### src/rtl/pulse_sequencer.sv
// Triggered spin-echo / CPMG RF pulse sequencer: dead -> pi/2 -> tau -> N x (pi, 2*tau echo) -> done.
// Optional macro PHASE_CYCLE_EN enables pi-pulse phase alternation on the phase output.
module pulse_sequencer #(
    parameter int CNT_W  = 24,
    parameter int ECHO_W = 8
) (
    input  logic              clk,
    input  logic              rst,
    input  logic              trig,
    input  logic              abort,
    input  logic [CNT_W-1:0]  dead_cnt,
    input  logic [CNT_W-1:0]  p90_cnt,
    input  logic [CNT_W-1:0]  tau_cnt,
    input  logic [ECHO_W-1:0] n_echo,
    output logic              rf,
    output logic              acq,
    output logic              phase,
    output logic              busy,
    output logic              done,
    output logic              overrun
);

    localparam int SEG_W = CNT_W + 1;

    typedef enum logic [2:0] {
        S_IDLE,
        S_DEAD,
        S_P90,
        S_TAU,
        S_P180,
        S_ECHO
    } state_t;

    state_t            state_reg, state_next;
    logic [SEG_W-1:0]  seg_cnt_reg, seg_next;
    logic [ECHO_W-1:0] echo_cnt_reg, echo_next;
    logic [CNT_W-1:0]  p90_lat_reg, tau_lat_reg;
    logic [ECHO_W-1:0] n_lat_reg;
    logic              sync1_reg, sync2_reg, sync3_reg, edge_reg;
    logic              done_reg, done_next;
    logic              overrun_reg, overrun_set;
    logic              start;
    logic [SEG_W-1:0]  p180_len, echo_len;

    // Segment counter holds (length - 1) and counts down; a zero length still lasts one cycle.
    function automatic logic [SEG_W-1:0] last_idx(input logic [SEG_W-1:0] len);
        return (len == '0) ? '0 : len - 1'b1;
    endfunction

    assign p180_len = {p90_lat_reg, 1'b0};
    assign echo_len = {tau_lat_reg, 1'b0};

`ifdef PHASE_CYCLE_EN
    logic phase_reg, phase_next;
`endif

    always_ff @(posedge clk or posedge rst) begin
        if (rst) begin
            sync1_reg    <= 1'b0;
            sync2_reg    <= 1'b0;
            sync3_reg    <= 1'b0;
            edge_reg     <= 1'b0;
            state_reg    <= S_IDLE;
            seg_cnt_reg  <= '0;
            echo_cnt_reg <= '0;
            p90_lat_reg  <= '0;
            tau_lat_reg  <= '0;
            n_lat_reg    <= '0;
            done_reg     <= 1'b0;
            overrun_reg  <= 1'b0;
`ifdef PHASE_CYCLE_EN
            phase_reg    <= 1'b0;
`endif
        end else begin
            sync1_reg    <= trig;
            sync2_reg    <= sync1_reg;
            sync3_reg    <= sync2_reg;
            // Registered edge pulse puts the start exactly three cycles after trig is first sampled.
            edge_reg     <= sync2_reg & ~sync3_reg;
            state_reg    <= state_next;
            seg_cnt_reg  <= seg_next;
            echo_cnt_reg <= echo_next;
            done_reg     <= done_next;
            overrun_reg  <= overrun_reg | overrun_set;
            if (start) begin
                p90_lat_reg <= p90_cnt;
                tau_lat_reg <= tau_cnt;
                n_lat_reg   <= n_echo;
            end
`ifdef PHASE_CYCLE_EN
            phase_reg    <= phase_next;
`endif
        end
    end

    always_comb begin
        state_next  = state_reg;
        seg_next    = seg_cnt_reg;
        echo_next   = echo_cnt_reg;
        done_next   = 1'b0;
        start       = 1'b0;
        overrun_set = 1'b0;

        if (state_reg == S_IDLE) begin
            if (edge_reg && !abort) begin
                start      = 1'b1;
                state_next = S_DEAD;
                seg_next   = last_idx({1'b0, dead_cnt});
            end
        end else if (abort) begin
            state_next = S_IDLE;
            seg_next   = '0;
            echo_next  = '0;
        end else begin
            overrun_set = edge_reg;
            if (seg_cnt_reg != '0) begin
                seg_next = seg_cnt_reg - 1'b1;
            end else begin
                case (state_reg)
                    S_DEAD: begin
                        state_next = S_P90;
                        seg_next   = last_idx({1'b0, p90_lat_reg});
                    end
                    S_P90: begin
                        state_next = S_TAU;
                        seg_next   = last_idx({1'b0, tau_lat_reg});
                    end
                    S_TAU: begin
                        if (n_lat_reg == '0) begin
                            state_next = S_IDLE;
                            done_next  = 1'b1;
                        end else begin
                            state_next = S_P180;
                            seg_next   = last_idx(p180_len);
                            echo_next  = n_lat_reg - 1'b1;
                        end
                    end
                    S_P180: begin
                        state_next = S_ECHO;
                        seg_next   = last_idx(echo_len);
                    end
                    S_ECHO: begin
                        if (echo_cnt_reg == '0) begin
                            state_next = S_IDLE;
                            done_next  = 1'b1;
                        end else begin
                            state_next = S_P180;
                            seg_next   = last_idx(p180_len);
                            echo_next  = echo_cnt_reg - 1'b1;
                        end
                    end
                    default: begin
                        state_next = S_IDLE;
                        seg_next   = '0;
                    end
                endcase
            end
        end

`ifdef PHASE_CYCLE_EN
        phase_next = phase_reg;
        if (state_next == S_IDLE || (state_next == S_P90 && state_reg != S_P90))
            phase_next = 1'b0;
        else if (state_next == S_P180 && state_reg != S_P180)
            phase_next = ~phase_reg;
`endif
    end

    always_comb begin
        rf   = (state_reg == S_P90) || (state_reg == S_P180);
        acq  = (state_reg == S_ECHO);
        busy = (state_reg != S_IDLE);
    end

    assign done    = done_reg;
    assign overrun = overrun_reg;
`ifdef PHASE_CYCLE_EN
    assign phase   = phase_reg;
`else
    assign phase   = 1'b0;
`endif

endmodule

### config.mk
export PLATFORM = sky130hd
export DESIGN_NAME = pulse_sequencer
export DESIGN_NICKNAME = d
export VERILOG_FILES = /design/src/rtl/pulse_sequencer.sv
export SDC_FILE = /design/constraint.sdc
export NUM_CORES = 1
export LEC_CHECK = 0
export BUFFER_PORTS_ARGS = -buffer_cell sky130_fd_sc_hd__buf_2
export CAP_MARGIN = 20
export CORE_UTILIZATION = 40
export CTS_CLUSTER_DIAMETER = 150
export DETAILED_ROUTE_END_ITERATION = 12
export SYNTH_ARGS = -nofsm -noshare
export SYNTH_HDL_FRONTEND = slang
export SYNTH_SLANG_ARGS = --single-unit
### constraint.sdc
create_clock -name clk -period 2.75 [get_ports clk]
set_clock_uncertainty 0.05 [all_clocks]
set_input_delay 0.275 -clock clk [delete_from_list [all_inputs] [get_ports clk]]
set_output_delay 0.275 -clock clk [all_outputs]
set_load 0.02 [all_outputs]
# Word level (Yosys, flattened, before mapping)
# Index checks and enable logic that the tools add are counted.
[word_totals] reg_bits=98 out_inout_bits=6
[classes] add_sub_neg=8 eq_ne=12 n_mux=34 n_bitwise=4 reduce_logical=17
[op_table] op="$mux 25" n=11
[op_table] op="$pmux 25 s5" n=1
[op_table] op="$sub 24x1->25 const B" n=3
[op_table] op="$sub 25x1->25 const B" n=3
[op_table] op="$logic_not 24->1" n=3
[op_table] op="$logic_not 25->1" n=2
[op_table] op="$mux 8" n=4
[op_table] op="$reduce_bool 25->1" n=1
[op_table] op="$mux 3" n=6
[op_table] op="$logic_not 8->1" n=2
[op_table] op="$pmux 8 s2" n=1
[op_table] op="$sub 8x1->8 const B" n=2
[op_table] op="$pmux 3 s5" n=1
[op_table] op="$ne 5x5->1 const B" n=2
[op_table] op="$mux 1" n=9
[op_table] op="$ne 3x3->1 const B" n=3
[op_table] op="$eq 3x2->1 const B" n=2
[op_table] op="$eq 3x3->1 const B" n=2
[op_table] op="$reduce_bool 3->1" n=2
[op_table] op="$reduce_and 5->1" n=1
[op_table] op="$eq 3x1->1 const B" n=1
[op_table] op="$logic_not 3->1" n=1
[op_table] op="$reduce_and 3->1" n=1
[op_table] op="$ne 2x1->1 const B" n=1
[op_table] op="9 further kinds" n=10

# Depth between registers and ports, before layout
[depth] depth_word=7 depth_mapped=12 ltp_nobuf=9

# Worst setup path before layout
# No wires, ideal clock.
[synth_path] path_type="reg2reg" startpoint="register seg_cnt_reg[0]" endpoint="register seg_cnt_reg[6]" arrival_time_ns=2.786 t_required_ns=2.574 path_slack_ns=-0.212 stages_incl_launch_ff=11 n_path_buf=3 path_cell_list="dfrtp_1 inv_1 ha_1 or4b_1 buf_2 or4b_1 buf_2 a2111oi_4 o21ai_2 buf_6 a221o_1"
[synth_via] elab_chain_len=4
[synth_lines] item="from (decl)" line="35" rtl="logic [SEG_W-1:0] seg_cnt_reg, seg_next;"
[synth_lines] item="from (signal assigned)" line="81" rtl="seg_cnt_reg <= seg_next;"
[synth_lines] item="$sub 25x1->25 / $reduce_bool 25->1 (equally long branches)" line="117, 116"
[synth_lines] item="$mux 25" line="116" rtl="if (seg_cnt_reg != '0) begin"
[synth_lines] item="$mux 25" line="110" rtl="end else if (abort) begin"
[synth_lines] item="$mux 25" line="104" rtl="if (state_reg == S_IDLE) begin"
# Several ways; a longest one is shown, not always the timed one.
# A chain may end at the register's enable or synchronous reset.

# Worst setup path in the final report
[layout_path] startpoint="register seg_cnt_reg[1]" endpoint="register seg_cnt_reg[6]"
# The elaborated chain is that of the path after synthesis.

==> impl_results.md <==
- Slew margin rel.: 0.512
- Chip Width: between 100 and 150 um
- Internal: around 3.7 mW
- Largest register FFs: 25
- Die height: around 140 um
- Grt ovf: 0
- Final ANT Viol Nets: 0
- Final min period: 2920 ps
- CP Max Fanout: 8
- CTS Buffer Depth: 2
- Max Freq: 0.342 GHz
- PwrDens: between 600 and 700 nW/um2
- Cts bufs inserted: 9
- Fin. Hold Viols: 2
- Final wirelength: 22,200 um
- Status: complete, but fails checks
- Worst-Margin Slew: between 700 and 800 ps
- Leakage: 3.86 nW
- WL/cell: around 18 um
- DRC: 0
- Clock share of power: 0.232
- # setup viols final: 23
- Sink Count: 98
- CTS tree: done
- WP data arrival: about 3100 ps
- Pre-Repair DR Iteration Count: 5
- Initial DRC count: ~670
- Hold WC Path Type: in2async
- RSZ-0062 raised after global routing: yes
- Pre-CTS setup slack: -222 ps
- Delay-heaviest family, CP: simple AND/OR/NAND/NOR gates
- First-pass GRT wire length: between 30,000 and 40,000 um
- Dpl cell area: approximately 8700 um2
- DP HPWL: 16,600 um
- Mapped cell area: ~7100 um2
- #FFs+latches synth: 98
- P_sw: 2.20 mW
- Worst-path clk slew: 70 ps
- Site row count: 48
- Largest net degree at the start of global routing: 99
- ANT cells: 0
- Fin. max-slew vios: 0
- Worst-path cell chain: inv_2, ha_4, or4b_4, or4b_4, a2111oi_4, buf_4, o21ai_4, buf_6, a221o_1
- Main flop type after synthesis: dfrtp_1
- Top-Level Pins: 90
- Sequential-to-total area share from yosys stat: 0.344
- Initial antenna violation count: 0
- Slowest stage delay, CP: about 570 ps
- Clock Root Buffer: clkbuf_16
- H-tree depth reported by CTS: 3
- Vias in the first global route: 6,599
- CP startpoint kind: flip-flop
- Worst EP required: 2940 ps
- Gate Count Post-Synth: 814
- Sequential power share: 0.381
- Syn. warnings: 0
- Via total after detailed routing: 7,066
- Share of the synthesized area in the top cell type: 0.344
- Area Overhead vs Synth: 33.1%
- CP max stage cell: or4b_4
- Top cell type by total area after synthesis: dfrtp_1
- Buffer and inverter count on the worst path: 3
- Nets: 1,101
- Worst vdd rail ir drop: between 0.3 and 0.4 mV
- Die footprint: ~18,000 um2
- Max-cap violations: 0
- Failing checks: hold timing, setup timing
- Critical path class: reg2reg
- Final instance area: ~9500 um2
- Placeable core area: 17,400 um2
- Synth cell types: 73
- Logic gate share of total power: 0.387
- Skew-Pair Late Insertion Delay: 360 ps
- Syn_area_per_cell: 8.76 um2
- Layout cells sized above 1: 0.371
- Finished Core Util: 0.547
- Final worst-path cycle share: 1.06
- Number of synthesized flops with an enable pin: 0
- # port buffers: 88
- Sw frac: 0.374
- Most Frequent Cell on Critical Path: or4b_4
- Syn Nets: roughly 910
- Hold WS: -4.76 ps
- Via density per instance: 5.70
- Crit. End Element: flip-flop
- Total Routing Usage GR: 0.246
- Starting Density: 0.411
- RePlAce Congestion: 0.962
- Post-route setup TNS: -1540 ps
- Fin worst setup slack: -174 ps
- Ys async rst share: 1.00
- Ranking of synthesized cells by area: dfrtp_1, mux2_2, xor2_1
## final timing paths
kind	to	startpoint	slack, ps	depth (start not counted)
min in group clk	n_lat_reg[3]$_DFFE_PP0P_	n_echo[3]	90	2
worst min-delay path	sync2_reg$_DFF_PP0_	rst	-5	3
max in group asynchronous	seg_cnt_reg[6]$_DFFE_PP0P_	rst	2210	3
worst max register to register	seg_cnt_reg[6]$_DFFE_PP0P_	seg_cnt_reg[1]$_DFFE_PP0P_	-170	9
worst max-delay path	seg_cnt_reg[6]$_DFFE_PP0P_	seg_cnt_reg[1]$_DFFE_PP0P_	-170	9
worst min register to register	sync2_reg$_DFF_PP0_	sync1_reg$_DFF_PP0_	300	0
## stage by stage
step           instances  total power [mW]
3_3_place_gp        1205              4.27
2_1_floorplan        814              3.44
6_report            1240              5.88
5_1_grt             1240              6.24
4_1_cts             1230              5.78
3_5_place_dp        1205              4.30
## Yosys cell counts (10+ instances only)
master,number
a21oi_1,29
a22oi_1,10
clkbuf_1,36
dfrtp_1,98
inv_1,17
mux2_2,58
nand2_1,62
nand2b_1,10
nand3_1,20
nor2_1,75
nor3_1,42
nor4_1,25
o21ai_0,45
o221ai_1,10
o22ai_1,26
or2_2,10
or3_1,10
or4_1,15
xnor2_1,34
xor2_1,35
## logic make-up after synthesis
group                    Yosys count  synth area share
AND/OR/NAND/NOR                  316             0.233
AO/OA/AOI/OAI                    192             0.184
flip-flops                        98             0.344
XOR/XNOR                          69            0.0848
multiplexers                      67             0.104
buffers and inverters             64            0.0369
adder cells (fa/ha/maj)            7            0.0123
other                              1          0.000526
## worst min-delay path, delay by kind of cell
kind                   cells  cell delay [ps]
buffers and inverters      3              590
## cells in the final DEF (no fill, tap or decap), drive strengths merged, types with 4 or more instances in the layout
master,count
buf,231
dfrtp,98
nor2,75
nand2,62
mux2,58
o21ai,49
nor3,42
xor2,35
xnor2,34
a21oi,29
nor4,27
o22ai,26
inv,21
nand3,20
or4,15
or3,10
nand2b,10
or2,10
a22oi,10
o221ai,10
nand4,9
mux2i,9
clkbuf,9
a211oi,7
a31oi,7
ha,7
nor2b,6
nor3b,6
o31ai,6
nand4b,5
o211ai,5
o32ai,5
nand3b,4
nor4b,4
## power by group through the flow
stage          registers (mW)  logic (mW)  clock network, mW
2_1_floorplan            2.15        1.29                  0
3_3_place_gp             2.24        2.03                  0
3_5_place_dp             2.25        2.05                  0
4_1_cts                  2.23        2.15               1.40
5_1_grt                  2.31        2.47               1.46
6_report                 2.24        2.28               1.37
## routing by layer
layer / routed length [um] / vias to the layer above / global-route usage
li1: - / 3429 / -
met1: 10400 / 3312 / 0.358
met2: 9980 / 293 / 0.372
met3: 1460 / 32 / 0.0430
met4: 311 / 0 / 0.0693
met5: 0 / - / 0
## layout make-up
type	instances	area (um2)
Clock buffer	9	225
Inverter	17	67.6
Multi-Input combinational cell	652	4720
Tap cell	225	282
Clock inverter	7	92.6
Fill cell	1611	7870
Sequential cell	98	2450
Timing Repair Buffer	232	1650
## repair_timing
action                                 CTS  global route
hold buffers                             1             0
cloned                                   1             2
setup endpoints to repair               29            32
endpoints found under the hold margin    1             0
pin swaps                               20            20
buffers inserted                         7            10
gates resized for setup                 33            51
Note: power is estimated with default switching activity, not from simulation.
